File: config.mk
export PLATFORM = sky130hd
export DESIGN_NAME = lpc_io_decoder
export DESIGN_NICKNAME = d
export VERILOG_FILES = /design/src/rtl/lpc_pkg.sv /design/src/rtl/lpc_lad_drv.sv /design/src/rtl/lpc_io_decoder.sv
export SDC_FILE = /design/constraint.sdc
export NUM_CORES = 1
export LEC_CHECK = 0
export ABC_AREA = 1
export CAP_MARGIN = 10
export CORE_AREA = 5 5 79 81
export CTS_CLUSTER_DIAMETER = 40
export CTS_CLUSTER_SIZE = 14
export DETAILED_ROUTE_END_ITERATION = 12
export DIE_AREA = 0 0 84 86
export HOLD_SLACK_MARGIN = 0.12
export PLACE_DENSITY = 0.85
export SETUP_SLACK_MARGIN = 0.15
export SLEW_MARGIN = 10
export SYNTH_ARGS = -nofsm -noshare
export SYNTH_HDL_FRONTEND = slang
export SYNTH_HIERARCHICAL = 1
export SYNTH_SLANG_ARGS = --single-unit
File: constraint.sdc
create_clock -name LpcClock -period 2.8 [get_ports LpcClock]
set_clock_uncertainty 0.1 [all_clocks]
set_input_delay 0.56 -clock LpcClock [delete_from_list [all_inputs] [get_ports LpcClock]]
set_output_delay 0.56 -clock LpcClock [all_outputs]
set_load 0.01 [all_outputs]
File: src/rtl/lpc_pkg.sv
// rtl/lpc_pkg.sv - LPC target shared types, bus constants and window-match helper
package lpc_pkg;

   typedef enum logic [3:0] {
      IDLE, START, CYCTYPE, ADDR, WDATA, HTAR, SYNC, RDATA, TTAR
   } lpc_state_e;

   localparam logic [3:0]  LPC_START   = 4'h0;
   localparam logic [3:0]  LPC_SYNC_OK = 4'h0;
   localparam logic [3:0]  LPC_TAR     = 4'hF;
   localparam logic [2:0]  CYC_IO_RD   = 3'b000;
   localparam logic [2:0]  CYC_IO_WR   = 3'b001;
   localparam logic [15:0] POST_PORT   = 16'h0080;

   function automatic logic in_window(input logic [15:0] a, input logic [15:0] base,
                                      input int win_bits);
      return (a >> win_bits) == (base >> win_bits);
   endfunction

endpackage

File: src/rtl/lpc_lad_drv.sv
// rtl/lpc_lad_drv.sv - registered LAD driver: SYNC, read-data nibbles and turnaround
module lpc_lad_drv
   import lpc_pkg::*;
(
   input  logic       clk_i,
   input  logic       rst_n_i,
   input  lpc_state_e state_i,
   input  logic       nib_i,
   input  logic       drive_i,
   input  logic [7:0] rd_data_i,
   output logic [3:0] lad_o,
   output logic       oe_o
);

   logic [3:0] lad_q, lad_d;
   logic       oe_q, oe_d;
   logic [7:0] shadow_q, shadow_d;

   // state_i is the phase being entered, so the pins change on the same edge
   always_comb begin
      lad_d    = LPC_TAR;
      oe_d     = 1'b0;
      shadow_d = shadow_q;
      case (state_i)
         SYNC: begin
            lad_d    = LPC_SYNC_OK;
            oe_d     = drive_i;
            shadow_d = rd_data_i;
         end
         RDATA: begin
            lad_d = nib_i ? shadow_q[7:4] : shadow_q[3:0];
            oe_d  = drive_i;
         end
         TTAR:    oe_d = drive_i;
         default: ;
      endcase
   end

   always_ff @(posedge clk_i or negedge rst_n_i) begin
      if (!rst_n_i) begin
         lad_q    <= LPC_TAR;
         oe_q     <= 1'b0;
         shadow_q <= 8'h00;
      end else begin
         lad_q    <= lad_d;
         oe_q     <= oe_d;
         shadow_q <= shadow_d;
      end
   end

   assign lad_o = lad_q;
   assign oe_o  = oe_q;

endmodule

File: src/rtl/lpc_io_decoder.sv
// rtl/lpc_io_decoder.sv - LPC I/O cycle decoder for a 2**WIN_BITS byte window
// Optional POST port 0x0080 write snoop enabled by LPC_POST80_EN.
module lpc_io_decoder
   import lpc_pkg::*;
#(
   parameter logic [15:0] BASE_ADDR = 16'h0800,
   parameter int          WIN_BITS  = 5
) (
   input  logic       LpcClock,
   input  logic       PciReset,
   input  logic       LFRAME_n,
   input  logic [3:0] LAD_in,
   output logic [3:0] LAD_out,
   output logic       LAD_oe,
   input  logic [7:0] RdData,
   output logic [7:0] Addr,
   output logic       Wr,
   output logic [7:0] DataWr,
   output logic [7:0] PostCode
);

   lpc_state_e  state_q, state_d;
   logic [1:0]  cnt_q, cnt_d;
   logic        is_wr_q, is_wr_d;
   logic        drive_q, drive_d;
   logic [11:0] ioaddr_q, ioaddr_d;
   logic [7:0]  wdata_q, wdata_d;
   logic [7:0]  addr_q, addr_d;
   logic        wr_q, wr_d;
   logic [7:0]  datawr_q, datawr_d;
   logic [15:0] full_addr;
   logic        addr_hit;

   assign full_addr = {ioaddr_q, LAD_in};
   assign addr_hit  = in_window(full_addr, BASE_ADDR, WIN_BITS);

`ifdef LPC_POST80_EN
   logic       post_q, post_d;
   logic [7:0] postcode_q, postcode_d;
   logic       post_hit;
   assign post_hit = is_wr_q && (full_addr == POST_PORT);
`endif

   always_comb begin
      state_d  = state_q;
      cnt_d    = cnt_q;
      is_wr_d  = is_wr_q;
      drive_d  = drive_q;
      ioaddr_d = ioaddr_q;
      wdata_d  = wdata_q;
      addr_d   = addr_q;
      wr_d     = 1'b0;
      datawr_d = datawr_q;
`ifdef LPC_POST80_EN
      post_d     = post_q;
      postcode_d = postcode_q;
`endif
      // a START nibble under LFRAME# overrides whatever cycle was in flight
      if (!LFRAME_n) begin
         cnt_d   = 2'd0;
         drive_d = 1'b0;
`ifdef LPC_POST80_EN
         post_d  = 1'b0;
`endif
         state_d = (LAD_in == LPC_START) ? START : IDLE;
      end else begin
         case (state_q)
            IDLE: ;
            START: begin
               if (LAD_in[3:1] == CYC_IO_RD || LAD_in[3:1] == CYC_IO_WR) begin
                  state_d = CYCTYPE;
                  is_wr_d = (LAD_in[3:1] == CYC_IO_WR);
               end else begin
                  state_d = IDLE;
               end
            end
            CYCTYPE: begin
               state_d  = ADDR;
               cnt_d    = 2'd0;
               ioaddr_d = full_addr[11:0];
            end
            ADDR: begin
               if (cnt_q != 2'd3) begin
                  ioaddr_d = full_addr[11:0];
                  cnt_d    = cnt_q + 2'd1;
               end
               if (cnt_q == 2'd2) begin
                  drive_d = addr_hit;
                  if (addr_hit)
                     addr_d = {{(8-WIN_BITS){1'b0}}, full_addr[WIN_BITS-1:0]};
`ifdef LPC_POST80_EN
                  post_d = post_hit;
                  if (!addr_hit && !post_hit) state_d = IDLE;
`else
                  if (!addr_hit) state_d = IDLE;
`endif
               end else if (cnt_q == 2'd3) begin
                  cnt_d   = 2'd0;
                  state_d = is_wr_q ? WDATA : HTAR;
                  if (is_wr_q) wdata_d[3:0] = LAD_in;
               end
            end
            WDATA: begin
               if (cnt_q == 2'd0) begin
                  wdata_d[7:4] = LAD_in;
                  cnt_d        = 2'd1;
               end else begin
                  state_d = HTAR;
                  cnt_d   = 2'd0;
               end
            end
            HTAR: begin
               if (cnt_q == 2'd0) begin
                  cnt_d = 2'd1;
               end else begin
                  state_d = SYNC;
                  wr_d    = is_wr_q && drive_q;
                  if (is_wr_q && drive_q) datawr_d = wdata_q;
`ifdef LPC_POST80_EN
                  if (post_q) postcode_d = wdata_q;
`endif
               end
            end
            SYNC: begin
               cnt_d   = 2'd0;
               state_d = is_wr_q ? TTAR : RDATA;
            end
            RDATA: begin
               if (cnt_q == 2'd0) cnt_d = 2'd1;
               else state_d = TTAR;
            end
            TTAR:    state_d = IDLE;
            default: state_d = IDLE;
         endcase
      end
   end

   always_ff @(posedge LpcClock or negedge PciReset) begin
      if (!PciReset) begin
         state_q  <= IDLE;
         cnt_q    <= 2'd0;
         is_wr_q  <= 1'b0;
         drive_q  <= 1'b0;
         ioaddr_q <= 12'h000;
         wdata_q  <= 8'h00;
         addr_q   <= 8'h00;
         wr_q     <= 1'b0;
         datawr_q <= 8'h00;
      end else begin
         state_q  <= state_d;
         cnt_q    <= cnt_d;
         is_wr_q  <= is_wr_d;
         drive_q  <= drive_d;
         ioaddr_q <= ioaddr_d;
         wdata_q  <= wdata_d;
         addr_q   <= addr_d;
         wr_q     <= wr_d;
         datawr_q <= datawr_d;
      end
   end

`ifdef LPC_POST80_EN
   always_ff @(posedge LpcClock or negedge PciReset) begin
      if (!PciReset) begin
         post_q     <= 1'b0;
         postcode_q <= 8'h00;
      end else begin
         post_q     <= post_d;
         postcode_q <= postcode_d;
      end
   end
   assign PostCode = postcode_q;
`else
   assign PostCode = 8'h00;
`endif

   lpc_lad_drv u_lad_drv (
      .clk_i     (LpcClock),
      .rst_n_i   (PciReset),
      .state_i   (state_d),
      .nib_i     (cnt_d[0]),
      .drive_i   (drive_d),
      .rd_data_i (RdData),
      .lad_o     (LAD_out),
      .oe_o      (LAD_oe)
   );

   assign Addr   = addr_q;
   assign Wr     = wr_q;
   assign DataWr = datawr_q;

endmodule
# Word-level counts from Yosys, hierarchy flattened
# Index checks and enable logic that the tools add are counted.
dict set report classes {
  add_sub_neg 1
  n_eq_ne 18
  n_reduce_logical 17
  mux 30
  bitwise_logic 2
}
# op n
set ops {}
lappend ops {{$mux W4} 9}
lappend ops {{$pmux W4 S8} 1}
lappend ops {{$eq A4 B3 Y1 const B} 6}
lappend ops {{$pmux W12 S2} 1}
lappend ops {{$mux W12} 1}
lappend ops {{$mux W2} 6}
lappend ops {{$eq A11 B7 Y1 const B} 1}
lappend ops {{$mux W1} 10}
lappend ops {{$reduce_and A3 Y1} 3}
lappend ops {{$eq A4 B2 Y1 const B} 2}
lappend ops {{$logic_not A4 Y1} 2}
lappend ops {{$pmux W2 S4} 1}
lappend ops {{$pmux W4 S2} 1}
lappend ops {{$reduce_and A4 Y1} 2}
lappend ops {{$ne A5 B3 Y1 const B} 1}
lappend ops {{$reduce_and A5 Y1} 1}
lappend ops {{$eq A2 B2 Y1 const B} 2}
lappend ops {{$eq A4 B1 Y1 const B} 1}
lappend ops {{$eq A4 B4 Y1 const B} 1}
lappend ops {{$ne A2 B2 Y1 const B} 2}
lappend ops {{$reduce_or A2 Y1} 2}
lappend ops {{$eq A3 B1 Y1 const B} 1}
lappend ops {{$logic_not A3 Y1} 1}
lappend ops {{$ne A3 B2 Y1 const B} 1}
lappend ops {{other kinds (8)} 9}
dict set report totals {
  ff_bits 55
  wordCells 82
  output_inout_bits 30
  inputBits 15
}

# Logic depth before layout (Yosys ltp)
dict set report logic_depth {
  word_depth 8
  mapped_depth 14
  mapped_depth_nobuf 14
}

# Hierarchy
# The synthesis kept the hierarchy.
# mod instances seq_area_each_um2 area_each_um2 cells_each
set by_module_without_submodules {}
lappend by_module_without_submodules {lpc_io_decoder 1 1051.0 2064.5 239}
lappend by_module_without_submodules {lpc_lad_drv 1 330.3 571.8 63}

# Worst setup path after synthesis
# OpenSTA, ideal clock, no wires.
dict set report synth_path {
  kind {register -> register}
  start {register cnt_q[0]}
  end {register u_lad_drv.shadow_q[4]}
  path_buffers 0
  period_less_slack_ns 1.996
  setup_slack_ns 0.804
  required_time_ns 2.584
  stages_incl_launch_ff 14
  arrival_ns 1.779
  setup_time_ns 0.116
  cell_sequence {dfrtp_1 -> inv_1 -> ha_1 -> inv_1 -> nand2_1 -> nand2_1 -> o21ai_0 -> nor2_1 -> a21oi_1 -> inv_2 -> nor2_4 -> nand2_4 -> nand2_1 -> nand2_1}
}
dict set report synth_between {
  elab_chain_len 6
  word_cells_on_any_way 11
  cone_classes {3 x eq/ne; 7 x mux; 1 x reduce/logical}
}
# item line
set synth_lines {}
lappend synth_lines {{start, declared} lpc_io_decoder.sv:23} ;# logic [1:0] cnt_q, cnt_d;
lappend synth_lines {{start signal, assigned} lpc_io_decoder.sv:151} ;# cnt_q <= cnt_d;
lappend synth_lines {{$eq A2 B2 Y1} lpc_io_decoder.sv:97} ;# end else if (cnt_q == 2'd3) begin
lappend synth_lines {{$mux W4} lpc_io_decoder.sv:97}
lappend synth_lines {{$mux W4} lpc_io_decoder.sv:87} ;# if (cnt_q == 2'd2) begin
lappend synth_lines {{$pmux W4 S8 (*)} lpc_io_decoder.sv:67} ;# case (state_q)
lappend synth_lines {{$mux W4 (*)} lpc_io_decoder.sv:59} ;# if (!LFRAME_n) begin
lappend synth_lines {{via state_d[1]} lpc_io_decoder.sv:22} ;# lpc_state_e state_q, state_d;
lappend synth_lines {{$eq A4 B3 Y1 (*)} lpc_lad_drv.sv:24} ;# case (state_i)
lappend synth_lines {{end signal, assigned} lpc_lad_drv.sv:47} ;# shadow_q <= shadow_d;
lappend synth_lines {{end, declared} lpc_lad_drv.sv:17} ;# logic [7:0] shadow_q, shadow_d;
# The timed path passes the listed nets; every way through them passes the cells marked *.
# A chain may end at the register's enable or synchronous reset.

# Worst setup path in the final report
dict set report layout_path {
  start {register cnt_q[0]}
  end {register u_lad_drv.shadow_q[5]}
}
# The elaborated chain is that of the path after synthesis.

==> flow_summary.toml <==
[sta]
drv_slew = 0
tightest_slew_ns = 0.564
finalSetupViolCount = 0
relSlewSlack_pct = 62.4
final-hold-violation-count = 0
period_share_pct = 83.2
rsz0062_at_grt = "false"
setup_tns_ns = 0
fmax_mhz = 429
final.min_clock_period_ns = 2.33

[yosys]
syn_inst = 302
yosysWarnings = 6
netlist_top_cells_area = "dfrtp_1 (48%), nand2_1 (13%), o21ai_0 (4.2%)"
ys_types = 30
synth_seq_area_share_pct = 52.4
syn_area_per_cell_um2 = 8.73
synth_top_area_share_pct = 48.4
synth_area_mm2 = 0.00264
synth_seq_cells = 55
yosysTopAreaCell = "dfrtp_1"

[placement]
portBuffers = 33
placedCellCount = 404
gp_congestion = 0.863
dp_hpwl_mm = 3.93

[routing]
wl_per_cell_um = 12.6
detail_route.vias_per_cell = 4.88
route.detailed.drc = 0
ant_nets = 0
dr.pass1.iters = 6
routed_wl_mm = 5.20
vias = 2011
drt_iter0_drc = 138

[floorplan]
die-height_um = 86
io_pins = 45
die_w_um = 84
fp-row-count = 27
core_area_mm2 = 0.00541
dieArea_mm2 = 0.00722
initial_core_util_pct = 48.8

[cts]
cts.clk_slew.worst_paths_ns = 0.11
ctsLongestPathBuffers = 2
holdBufCountCts = 0
ctsRootBufferMaster = "clkbuf_8"
cts_tree = "yes"
clk_latency_ns = 0.31
post_cts_resized = 0
cts.sinks = 55
numCtsBuffers = 5
htreeDepth = 2
cts_setup_buffers = 0

[power]
p_leak_nw = 1.53
peakVddDrop_uv = 239
powerDensity_mw_per_mm2 = 477

[cells_and_area]
layout-drive-gt1-share_pct = 11.5
diodes = 0
utilization_pct = 57.3
layout.nets = 359
area_growth_pct = 17.6
stdcell_count = 412

[critical_path]
start_kind = "register"
endpoint = "u_lad_drv/shadow_q[5]"
endpoint_kind = "register"
rr_endpoint = "u_lad_drv/shadow_q[5]"
arrival_ns = 2.43
cp_max_fo = 9
rr_startpoint = "cnt_q[0]"
worstRegToRegCells = 13
crit_type = "register to register"
r2r_slack_ns = 0.47
critPathLaunch = "cnt_q[0]"
cp_data_required_time_ns = 2.90

[min_path]
hold_path_class = "input port to asynchronous set/reset pin"

[global_route]
grt.overflow.total = 0
grt_usage_pct = 15.1
grt_pass1_wl_mm = 8.96
grt_max_degree = 33
grt_pass1_vias = 1966
antenna_found_initial = 0

[status]
status = "finished clean"

[job]
drv_cap = 0
==> routing by layer <==
metal | up-vias | track usage, % | part of all wire (%)
li1 | 1020 | - | -
met1 | 922 | 19.5 | 46
met2 | 60 | 26.0 | 48
met3 | 9 | 2.79 | 4.6
met4 | 0 | 4.68 | 1.5
met5 | - | 0 | 0
==> layout make-up <==
class | count | area, µm²
inverter | 29 | 110
tap | 72 | 90.1
clock buffer | 5 | 68.8
multi-input combinational | 213 | 1070
sequential | 55 | 1380
fill | 484 | 2310
clock inverter | 3 | 27.5
timing repair buffer | 35 | 353
==> how the worst min path moves through the flow <==
stage | startpoint | endpoint | slack (ns) | cells after the start
2_1_floorplan | PciReset | Addr[0] | 0.16 | 0
3_3_place_gp | Addr[3] | Addr[3] | 0.35 | 2
3_5_place_dp | u_lad_drv/shadow_q[2] | u_lad_drv/shadow_q[2] | 0.35 | 2
4_1_cts | PciReset | Addr[0] | 0.14 | 1
5_1_grt | PciReset | Addr[0] | 0.18 | 1
6_report | PciReset | Addr[0] | 0.13 | 1
==> sequential cells by signal, summed over array words and instances (netlist names) <==
signal	flops
ioaddr_q	12
DataWr	8
u_lad_drv/shadow_q	8
wdata_q	8
Addr	5
state_q	4
u_lad_drv/lad_o	4
cnt_q	2
Wr	1
drive_q	1
is_wr_q	1
u_lad_drv/oe_o	1
==> critical path, cell delays in order (launching register included) <==
cell and delay, ns:
dfrtp_1 0.42, inv_1 0.13, ha_1 0.16, inv_1 0.06
nand2_1 0.11, nand2_1 0.10, o21ai_0 0.22, nor2_1 0.07
a21oi_1 0.33, inv_2 0.08, nor2_4 0.21, nand2_4 0.11
nand2_1 0.07, nand2_1 0.05
==> placed cells by master (no fill, tap or decap), drive strengths merged, types with 10 or more instances in the layout <==
master / n
nand2: 94
clkdlybuf4s50: 32
a21oi: 10
dfrtp: 51
inv: 29
nor2: 28
nand3: 19
conb: 11
o21ai: 30
nand4: 10
==> per-stage QoR <==
stage / area, µm² / total power [W] / worst slack [ns] / hold WS [ns]
2_1_floorplan: 2670 / 0.000981 / 0.804 / 0.164
3_3_place_gp: 3000 / 0.00103 / 0.359 / 0.354
3_5_place_dp: 3000 / 0.00103 / 0.287 / 0.354
4_1_cts: 3100 / 0.00149 / 0.476 / 0.145
5_1_grt: 3100 / 0.00155 / 0.246 / 0.177
6_report: 3100 / 0.00148 / 0.471 / 0.130
==> cell families (layout without fill, tap and decap cells) <==
kind of cell / count (synthesis) / after routing / share of synthesized area, %
other: 1 / 11 / 0.142
buffers and inverters: 44 / 72 / 8.49
and+or+nand+nor: 156 / 156 / 27.3
adders and majority gates: 5 / 5 / 2.37
DFF: 55 / 55 / 52.4
AOI/OAI and AO/OA: 41 / 41 / 9.30
==> cell usage after synthesis (all sizes together) <==
cell	instances
inv	28
nor2	28
clkinv	1
nand2	94
o211ai	1
a21oi	10
nor3	4
nor3b	1
dfrtp	51
dfstp	4
ha	5
o21ai	30
nand3	19
conb	1
nand4	10
clkbuf	1
buf	14
==> report_power, final <==
| part | switching, W | internal (W) |
|---|---|---|
| logic | 0.0000900 | 0.0000585 |
| clock network | 0.000278 | 0.000184 |
| registers | 0.0000281 | 0.000839 |
(Power assumes the default switching activity.)
==> patch (same settings) <==
The output `Wr` loses its register stage (`wr_q` becomes a continuous assignment).
--- a/src/rtl/lpc_io_decoder.sv
+++ b/src/rtl/lpc_io_decoder.sv
@@ -146,3 +146,2 @@
          addr_q   <= 8'h00;
-         wr_q     <= 1'b0;
          datawr_q <= 8'h00;
@@ -156,3 +155,2 @@
          addr_q   <= addr_d;
-         wr_q     <= wr_d;
          datawr_q <= datawr_d;
@@ -160,2 +158,4 @@
    end
+
+   assign wr_q = wr_d;
 
Formal check against the unedited RTL: same outputs for any inputs over 10 cycles, from zero or initial values and one cycle with PciReset low; that may be too few to reach the edited logic, so the function may still have changed.
==> patch against the original RTL <==
  * Area after synthesis down 0.95%
  * Setup slack got worse by 0.11 ns
  * Sequential share of layout area down 1.1 points
  * Final area is 0.69% higher
  * Sequential cell count down 1
  * Hold slack better by 0.015 ns
  * Count of clock-buffer cells in the layout is 1 higher
  * Routed wire length grew 5.7%
  * Total power is 5.2% higher
  * Critical endpoint unchanged
  * Largest power group unchanged
==> patch: results (changes against the original RTL) <==
metric	value	unit	change
status	finished, final reports clean		
Post-CTS Setup Inserts	1		+1
first-pass GRT wire length	9140	um	+2.1%
Port Buf Inserts	33		unchanged
register area share after synthesis	51.9	%	-0.46 points
Slowest Stage Delay on Critical Path	0.40	ns	-0.02 ns
number of global-route vias before repair	2049		+4.2%
post-DR vias/cell	5.10		+4.4%
DR pass1 iterations	4		-2
Placer Congestion	0.877		+1.7%
synth top area cells	dfrtp_1 48%, nand2_1 13%, o21ai_0 4.2%		
VDD IR-drop max	204	uV	-14%
fin nets	361		+0.56%
reg2reg setup slack	0.36	ns	-0.11 ns
Tot GR Track Use	15.6	%	+0.47 points
Leak Pwr	1.55	nW	+1.2%
Slowest-stage cell, CP	dfrtp_1		
drt initial violations	141		+2.2%
detailed placement HPWL	4020	um	+2.4%
Commonest cells post-synth	92 x nand2_1, 50 x dfrtp_1, 26 x inv_1		
largest net degree at the start of global routing	31		-6.1%
Worst Path Arrival	2.54	ns	+0.11 ns
hold slack	0.145	ns	+0.0148 ns
share of cells above drive strength 1	12.6	%	+1.1 points
r2r startpoint	cnt_q[0]		
Avg WL per Cell	13.3	um	+5.2%
Slew headroom	60.0	%	-2.4 points
final-layout fill cell count	510		+5.4%
patch: cell types whose count changed in the layout (fill, tap and decap cells not counted), sizes merged:
cell and delta:
buf +3, bufinv +1, clkbuf +1, clkdlybuf4s50 -1, clkinv -1, clkinvlp -1
dfrtp -1, dlygate4sd2 +1
patch: layout make-up:
cell class	count	area, um^2	share of cell area, %
Inverter	29	110	3.53
Clock buffer	6	82.6	2.65
Tap cell	72	90.1	2.89
Sequential cell	54	1360	43.5
Multi-Input combinational cell	213	1070	34.2
Clock inverter	2	38.8	1.24
Timing Repair Buffer	38	374	12.0
patch: metrics by stage:
| step | worst slack [ns] | instance area, um^2 | util [%] | std cells |
|---|---|---|---|---|
| 2_1_floorplan | 0.804 | 2650 | - | 311 |
| 3_3_place_gp | 0.192 | 2990 | 55.4 | 405 |
| 3_5_place_dp | 0.180 | 2990 | 55.4 | 405 |
| 4_1_cts | 0.396 | 3120 | 57.7 | 414 |
| 5_1_grt | 0.190 | 3120 | 57.7 | 414 |
| 6_report | 0.363 | 3120 | 57.7 | 414 |
patch: logic make-up (layout without fill, tap and decap cells):
group	Yosys count	after routing	synth area share (%)
AND/OR/NAND/NOR	156	156	27.6
flip-flops	54	54	51.9
other	1	11	0.144
adder cells (fa/ha/maj)	5	5	2.40
buffers and inverters	44	75	8.58
AO/OA/AOI/OAI	41	41	9.39
patch: per-layer routing:
metal / share of wire [%] / track usage, % / routed length [um] / up-vias
met5: 0 / 0 / 0 / -
li1: - / - / - / 1027
met3: 6.7 / 3.84 / 366 / 8
met1: 42 / 18.3 / 2320 / 998
met2: 50 / 28.6 / 2740 / 77
met4: 1.2 / 3.95 / 65 / 0
patch: where the power goes:
part	switching [mW]	internal, mW
combinational	0.0921	0.0585
sequential	0.0300	0.825
clock	0.255	0.294
total	0.377	1.18
